File: src/rtl/pipe_stage_skid_reg.sv
// Pipeline stage register with a valid/ready handshake, a 2-entry skid buffer,
// freeze/flush control and a saturating stall counter.
module pipe_stage_skid_reg #(
  parameter int unsigned       DATA_W      = 64,
  parameter logic [DATA_W-1:0] FLUSH_VALUE = '0,
  parameter bit                FLUSH_PRIO  = 1'b1,
  parameter int unsigned       CNT_W       = 16
) (
  input  logic              clk,
  input  logic              rst,
  input  logic              freeze_i,
  input  logic              flush_i,
  input  logic              in_valid_i,
  output logic              in_ready_o,
  input  logic [DATA_W-1:0] in_data_i,
  output logic              out_valid_o,
  input  logic              out_ready_i,
  output logic [DATA_W-1:0] out_data_o,
  output logic [1:0]        occupancy_o,
  output logic [CNT_W-1:0]  stall_cnt_o
);

  typedef enum logic [1:0] {
    StEmpty = 2'd0,
    StOne   = 2'd1,
    StFull  = 2'd2
  } state_e;

  state_e             state_q;
  logic [DATA_W-1:0]  main_q;
  logic [DATA_W-1:0]  skid_q;
  logic [CNT_W-1:0]   stall_q;

  logic eff_flush;
  logic eff_freeze;
  logic in_fire;
  logic out_fire;
  logic stall_inc;

  assign eff_flush  = flush_i & (logic'(FLUSH_PRIO) | ~freeze_i);
  assign eff_freeze = freeze_i & ~eff_flush;

  // Ready depends only on registered state and the stage controls, never on out_ready_i.
  assign in_ready_o  = (state_q != StFull) & ~freeze_i & ~flush_i;
  assign out_valid_o = (state_q != StEmpty) & ~freeze_i & ~flush_i;
  assign out_data_o  = main_q;
  assign stall_cnt_o = stall_q;

  assign in_fire   = in_valid_i & in_ready_o;
  assign out_fire  = out_valid_o & out_ready_i;
  assign stall_inc = (state_q != StEmpty) & ~out_fire & ~eff_flush;

  always_comb begin
    occupancy_o = 2'd0;
    unique case (state_q)
      StEmpty: occupancy_o = 2'd0;
      StOne:   occupancy_o = 2'd1;
      StFull:  occupancy_o = 2'd2;
      default: occupancy_o = 2'd0;
    endcase
  end

  always_ff @(posedge clk or posedge rst) begin
    if (rst) begin
      state_q <= StEmpty;
      main_q  <= FLUSH_VALUE;
      skid_q  <= FLUSH_VALUE;
      stall_q <= '0;
    end else begin
      if (stall_inc && (stall_q != {CNT_W{1'b1}})) begin
        stall_q <= stall_q + CNT_W'(1);
      end
      if (eff_flush) begin
        state_q <= StEmpty;
        main_q  <= FLUSH_VALUE;
        skid_q  <= FLUSH_VALUE;
      end else if (!eff_freeze) begin
        unique case (state_q)
          StEmpty: begin
            if (in_fire) begin
              state_q <= StOne;
              main_q  <= in_data_i;
            end
          end
          StOne: begin
            if (in_fire && out_fire) begin
              main_q <= in_data_i;
            end else if (in_fire) begin
              state_q <= StFull;
              skid_q  <= in_data_i;
            end else if (out_fire) begin
              state_q <= StEmpty;
              main_q  <= FLUSH_VALUE;
            end
          end
          StFull: begin
            if (out_fire) begin
              state_q <= StOne;
              main_q  <= skid_q;
              skid_q  <= FLUSH_VALUE;
            end
          end
          default: state_q <= StEmpty;
        endcase
      end
    end
  end

endmodule

File: config.mk
export PLATFORM = sky130hd
export DESIGN_NAME = pipe_stage_skid_reg
export DESIGN_NICKNAME = d
export VERILOG_FILES = /design/src/rtl/pipe_stage_skid_reg.sv
export SDC_FILE = /design/constraint.sdc
export NUM_CORES = 1
export LEC_CHECK = 0
export BUFFER_PORTS_ARGS = -buffer_cell sky130_fd_sc_hd__buf_2
export CORE_MARGIN = 1
export CORE_UTILIZATION = 49
export DETAILED_ROUTE_END_ITERATION = 10
export PLACE_DENSITY = 0.76
export SETUP_SLACK_MARGIN = 0.15
export SLEW_MARGIN = 40
export SYNTH_ARGS = -nofsm -noshare
export SYNTH_HDL_FRONTEND = slang
export SYNTH_SLANG_ARGS = --single-unit
export TNS_END_PERCENT = 1
File: constraint.sdc
create_clock -name clk -period 4.4 [get_ports clk]
set_input_delay 0.44 -clock clk [delete_from_list [all_inputs] [get_ports clk]]
set_output_delay 0.44 -clock clk [all_outputs]
set_load 0.02 [all_outputs]
==> results of run 1 <==
power by group through the flow:
stage	Clock (uW)	Sequential (uW)	Combinational, uW
final	1520	1590	927
after global routing	1610	1600	994
after CTS	1540	1590	937
after detailed placement	0	1610	936
after global placement	0	1600	902
after floorplan	0	1720	532
placed cells by master (no fill, tap or decap), drive strengths merged, types with 4 or more instances in the layout:
| master | instances |
|---|---|
| nand2 | 8 |
| a21oi | 7 |
| nand4 | 5 |
| xor2 | 8 |
| nor2 | 11 |
| nor3 | 5 |
| nor4 | 5 |
| buf | 163 |
| a22o | 65 |
| nand3 | 9 |
| dfrtp | 146 |
| mux2i | 4 |
| clkbuf | 24 |
| a22oi | 64 |
| ha | 4 |
| o2bb2ai | 64 |
| inv | 5 |
flip-flops by register name, summed over array words and instances (netlist names):
register / cells
out_data_o: 64
stall_cnt_o: 16
state_q: 2
skid_q: 64
metrics by stage:
step	utilization [%]	setup slack [ns]
after floorplan	-	1.94
after global placement	57.5	1.52
after detailed placement	57.7	1.34
after CTS	62.4	1.31
after global routing	62.4	1.19
final	62.4	1.37
layer usage:
layer | vias to the layer above | routed length [um] | part of all wire, %
met1 | 2531 | 7070 | 44
met5 | - | 0 | 0
met2 | 154 | 7950 | 49
li1 | 2190 | - | -
met3 | 24 | 837 | 5.2
met4 | 0 | 314 | 1.9
worst max-delay path by stage:
stage / startpoint / endpoint / depth (start not counted)
CTS: state_q[0]$_DFFE_PP0P_ / out_data_o[62]$_DFFE_PP0P_ / 7
global route: state_q[0]$_DFFE_PP0P_ / out_data_o[41]$_DFFE_PP0P_ / 7
detailed placement: state_q[0]$_DFFE_PP0P_ / out_data_o[45]$_DFFE_PP0P_ / 7
floorplan: state_q[0]$_DFFE_PP0P_ / skid_q[20]$_DFFE_PP0P_ / 7
global placement: state_q[0]$_DFFE_PP0P_ / out_data_o[27]$_DFFE_PP0P_ / 7
finish: state_q[0]$_DFFE_PP0P_ / out_data_o[9]$_DFFE_PP0P_ / 7
critical path, stage by stage, from the launching register on:
cell and delay (ns):
dfrtp_1 0.38, inv_1 0.09, ha_1 0.27, or3b_1 0.51, a21oi_1 0.44, nand3_4 0.53, buf_4 0.52, o2bb2ai_2 0.19
kinds of logic after synthesis:
kind of cell | Yosys count
multiplexers | 7
adder cells (fa/ha/maj) | 4
flip-flops | 146
AO/OA/AOI/OAI | 207
XOR/XNOR | 11
AND/OR/NAND/NOR | 61
buffers and inverters | 45
cell type report:
class                           count  share of cell area (%)
Clock buffer                       24                    5.97
Clock inverter                      8                    1.47
Inverter                            6                   0.313
Multi-Input combinational cell    290                    35.6
Sequential cell                   146                    43.5
Tap cell                          176                    2.62
Timing Repair Buffer              163                    10.5
==> impl_metrics.yaml, run 1 <==
layout:
  final_layout_size_suffix_gt1_share_pct: 51.2
  fin_area_sq_um: 8400
  num-fill-cells: 1058
  multiInputGateArea_sq_um: 2990
  instances_no_fill: 813
  nets: 698
  regArea_sq_um: 3650
  diodes: 0
  layout-area-overhead-vs-synth_pct: 22.7
sta:
  fin_crit_sh_pct: 68.9
  period_needed_ns: 3.03
  setup_viol: 0
  drv_slew: 0
  relSlewSlack_pct: 52.3
  setup_tns_ns: 0
  skew_ns: 0.00968
  timing.hold.ws_ns: 0.0405
  hold_viol_final: 0
  max_freq_mhz: 330
  worstMarginPinSlew_ns: 0.710
  grt_setup_unrepaired: "no"
global_route:
  grt_first_pass_wirelength_um: 26700
  antenna_found_initial: 1
  met1_usage_pct: 31.3
  grt_overflow: 0
  first_global_vias: 5072
  use_met2_pct: 37.9
  grt_max_degree: 79
  busiest_layer: "met2"
  grtUsageMet3_pct: 6.13
  grt.total_usage_pct: 23.8
floorplanning:
  coreArea_sq_um: 13500
  initial_core_util_pct: 50.9
  die_w_um: 120
  fp.dieH_um: 120
  row_count: 42
  dieArea_sq_um: 14400
  io_pins: 154
clock_tree:
  cts_buffers: 17
  cts_sinks: 146
  htree_levels: 4
  insertion_delay_ns: 0.42
  ctsHoldBuffers: 0
  clk_path_buf_depth: 2
  clk_pin_slew_ns: 0.06
  cts_resized: 0
  cts_tree: "yes"
  cts-root-buf: "clkbuf_16"
  postCtsSetupRepairBufs: 0
synthesis:
  synth_most_common_cell: "dfrtp_1"
  postSynthCellCount: 481
  ys_warn_count: 0
  synthAdderAreaFrac_pct: 0.731
  synth-seq-area-share_pct: 53.4
  ys_top_cells_by_area: "dfrtp_1 (53%), o2bb2ai_2 (13%), a22oi_2 (11%), a22o_1 (8.3%), clkbuf_1 (1.2%)"
  synthMuxAreaShare_pct: 1.08
  synth_area_per_cell_sq_um: 14.2
  yosysTopAreaCellShare_pct: 53.4
  synth_edf_count: 0
  synth_compound_area_share_pct: 35.0
  synth_area_leader_cell: "dfrtp_1"
  synthXorXnorAreaFrac_pct: 1.41
  syn_area_sq_um: 6840
  synthSimpleGateAreaFrac_pct: 4.81
  synth_commonest_cells: "dfrtp_1 (146), a22o_1 (65), a22oi_2 (60), o2bb2ai_2 (60), clkbuf_1 (22)"
  ys_types: 43
  synth_fp_nets: 555
  ys_seq_elements: 146
  async_reset_ff_share_pct: 100
  synth_top_family_by_area: "compound AO/OA/AOI/OAI gates"
  synthFlopType: "dfrtp_1"
place:
  place_area_sq_um: 7770
  numPortBuffers: 153
  place_hpwl_um: 10200
  dp_cells: 781
  place_congestion: 0.822
hold_path:
  min_path_type: "in2async"
power_and_ir_drop:
  totalPowerFinal_uw: 4030
  peakVddDrop_v: 0.000289
  cellLeakagePower_uw: 0.00396
  p_comb_share_pct: 23.0
  p_per_area_nw_per_um2: 480
  seq_power_share_pct: 39.4
  clockPowerShare_pct: 37.6
  power_switching_uw: 1250
  p_int_uw: 2780
  switching_share_pct: 31.1
route:
  drt_iter0_markers: 374
  first_pass_iters: 4
  routed_via_density: 6.03
  drc: 0
  ant_nets: 0
  vias: 4899
  wirelength_um: 16200
  wire_per_inst_um: 19.9
outcome:
  outcome: "complete, no violations"
setup_path:
  start_kind: "flip-flop"
  worstRegToRegCells: 7
  r2r-start: "state_q[0]$_DFFE_PP0P_"
  r2r_slack_ns: 1.37
  crit_type: "reg2reg"
  crit_path_end_kind: "flip-flop"
  r2r_end: "out_data_o[9]$_DFFE_PP0P_"
  cp_max_fo: 34
  cp.required_ns: 4.74
  cp.arrival_ns: 3.37
job:
  cap_violations: 0
No activity file was read; power rests on OpenSTA's default activity.
==> run 2: changes to the inputs <==
--- a/config.mk
+++ b/config.mk
@@ -5,11 +5,12 @@
 export SDC_FILE = /design/constraint.sdc
 export NUM_CORES = 1
 export LEC_CHECK = 0
+export ABC_AREA = 1
 export BUFFER_PORTS_ARGS = -buffer_cell sky130_fd_sc_hd__buf_2
 export CORE_MARGIN = 1
-export CORE_UTILIZATION = 49
+export CORE_UTILIZATION = 50
 export DETAILED_ROUTE_END_ITERATION = 10
-export PLACE_DENSITY = 0.76
+export PLACE_DENSITY = 0.74
 export SETUP_SLACK_MARGIN = 0.15
 export SLEW_MARGIN = 40
 export SYNTH_ARGS = -nofsm -noshare
==> constraint.sdc (replaced) <==
create_clock -name clk -period 3.15 [get_ports clk]
set_input_delay 0.315 -clock clk [delete_from_list [all_inputs] [get_ports clk]]
set_output_delay 0.315 -clock clk [all_outputs]
set_load 0.02 [all_outputs]
==> impl_metrics.yaml, run 2 <==
floorplanning:
  fp.dieH_um: 120
  io_pins: 154
  initial_core_util_pct: 51.9
  coreArea_sq_um: 13500
  die_w_um: 120
  row_count: 42
  dieArea_sq_um: 14400
route:
  first_pass_iters: 5
  met1Wirelength_um: 7450
  wl_met3_um: 888
  wire_per_inst_um: 13.0
  drc: 0
  routed-wl-met2_um: 7880
  vias: 6147
  routed_via_density: 4.87
  drt_iter0_markers: 423
  ant_nets: 0
  wirelength_um: 16400
  top_layer_used: "met4"
setup_path:
  start_kind: "flip-flop"
  crit_path_end_kind: "flip-flop"
  r2r_slack_ns: 0.48
  r2r-start: "state_q[0]$_DFFE_PP0P_"
  crit_start: "state_q[0]$_DFFE_PP0P_"
  r2r_end: "skid_q[38]$_DFFE_PP0P_"
  cp.arrival_ns: 3.00
  cp_max_fo: 52
  crit_type: "reg2reg"
  cp.required_ns: 3.48
  worstRegToRegCells: 10
global_route:
  grt.total_usage_pct: 24.3
  grt_overflow: 0
  antenna_found_initial: 0
  grt_max_degree: 53
  first_global_vias: 5922
  grt_first_pass_wirelength_um: 27900
layout:
  diodes: 0
  nets: 1146
  layout-area-overhead-vs-synth_pct: 21.0
  final_layout_size_suffix_gt1_share_pct: 19.4
  layout_common_cells: "nand2_1 (583), buf_2 (153), dfrtp_1 (146)"
  final_common_cell: "nand2_1"
synthesis:
  async_reset_ff_share_pct: 100
  synthAdderAreaFrac_pct: 0.717
  ys_warn_count: 0
  postSynthCellCount: 934
  yosysTopAreaCellShare_pct: 52.3
  ys_types: 28
  synth_area_per_cell_sq_um: 7.48
  synth_commonest_cells: "nand2_1 (584), dfrtp_1 (146), o21ai_1 (68)"
  synthXorXnorAreaFrac_pct: 1.38
  synth_area_leader_cell: "dfrtp_1"
  synth_most_common_cell: "nand2_1"
  synth-seq-area-share_pct: 52.3
  synthSimpleGateAreaFrac_pct: 34.9
  synthFlopType: "dfrtp_1"
  synth_compound_area_share_pct: 5.50
  synth_top_family_by_area: "simple AND/OR/NAND/NOR gates"
  syn_area_sq_um: 6980
  synthMuxAreaShare_pct: 0
  synth_edf_count: 0
  ys_seq_elements: 146
  ys_top_cells_by_area: "dfrtp_1 (52%), nand2_1 (31%), o21ai_1 (4.9%), buf_2 (2.0%), buf_6 (1.1%)"
  synth_fp_nets: 1008
sta:
  period_needed_ns: 2.67
  worstMarginPinSlew_ns: 0.690
  relSlewSlack_pct: 54.0
  timing.hold.ws_ns: 0.154
  fin_crit_sh_pct: 84.8
  grt_setup_unrepaired: "no"
  setup_ws_ns: 0.479
  setup_viol: 0
  max_freq_mhz: 374
  setup_tns_ns: 0
  skew_ns: 0.00737
  hold_viol_final: 0
  drv_slew: 0
clock_tree:
  cts_tree: "yes"
  htree_levels: 4
  clk_pin_slew_ns: 0.06
  cts_buffers: 17
  postCtsSetupRepairBufs: 0
  clk_path_buf_depth: 2
  cts_sinks: 146
  cts-root-buf: "clkbuf_16"
  insertion_delay_ns: 0.42
power_and_ir_drop:
  totalPowerFinal_uw: 7780
  p_per_area_nw_per_um2: 921
  cellLeakagePower_uw: 0.00477
  peakVddDrop_v: 0.000432
place:
  place_congestion: 0.813
  numPortBuffers: 153
  place_hpwl_um: 10600
  dp_slack_ns: 0.510
hold_path:
  worst_hold_startpoint: "in_data_i[24]"
  min_path_type: "in2reg"
  whs_endpoint: "skid_q[24]$_DFFE_PP0P_"
  whs_path_depth: 3
job:
  cap_violations: 0
outcome:
  outcome: "complete, no violations"
run 2: cell count changes after synthesis, moves of 7 or more:
cell       previous run  this run
a21oi_1               7         0
a22o_1               65         0
a22oi_2              60         0
buf_2                 3        28
clkbuf_1             22        13
inv_1                 6        17
nand2_1               8       584
nor2_1               11        19
o21ai_1               0        68
o2bb2ai_2            60         0
run 2: metrics by stage:
step,cells,area [sq um],utilization [%]
after detailed placement,1228,7850,58.4
after global placement,1228,7850,58.4
after global routing,1261,8450,62.8
final,1261,8450,62.8
after floorplan,934,6990,-
after CTS,1261,8450,62.8
run 2: worst max-delay path, cell delays in order, from the launching register on:
cell	delay (ns)
dfrtp_1	0.38
inv_1	0.07
ha_1	0.27
nor2_4	0.14
buf_4	0.39
nand4_1	0.28
o21a_1	0.29
nand2_4	0.29
buf_12	0.28
nand2_1	0.07
o21ai_1	0.10
run 2: cells by family (layout without fill, tap and decap cells):
logic type | Yosys count | count (layout)
and+or+nand+nor | 626 | 626
DFF | 146 | 146
AOI/OAI and AO/OA | 75 | 75
buffers and inverters | 72 | 223
xor gates and xnor gates | 11 | 11
adders and majority gates | 4 | 4
run 2: layout make-up:
type                    count  area, sq um
clock buffers              21          450
clock inverters            11          136
fillers                  1245         5000
inverters                  23         90.1
multi-input cells         716         2980
flip-flops and latches    146         3650
well taps                 176          220
repair buffers            168          918
run 2: worst max-delay path by stage:
stage	slack, ns	cells after the start	endpoint
after global placement	0.64	10	skid_q[30]$_DFFE_PP0P_
after global routing	0.21	10	skid_q[38]$_DFFE_PP0P_
final	0.48	10	skid_q[38]$_DFFE_PP0P_
after floorplan	1.00	1	out_data_o[0]$_DFFE_PP0P_
after CTS	0.45	10	skid_q[38]$_DFFE_PP0P_
after detailed placement	0.51	10	skid_q[38]$_DFFE_PP0P_
run 2: where the power goes:
group          switching (uW)  internal [uW]  total, uW
clock network             762           1260       2020
registers                 400           2580       2980
logic                    1910            875       2780
total                    3070           4720       7780
run 2: layer usage:
metal	vias up	global-route usage [%]
li1	3142	-
met1	2814	31.8
met2	172	40.2
met3	19	4.94
met4	0	8.36
met5	-	0
run 2: timing repair:
item | CTS | global route
hold buffers | 1 | 0
endpoints found under the hold margin | 21 | 0
gates resized for setup | 0 | 0
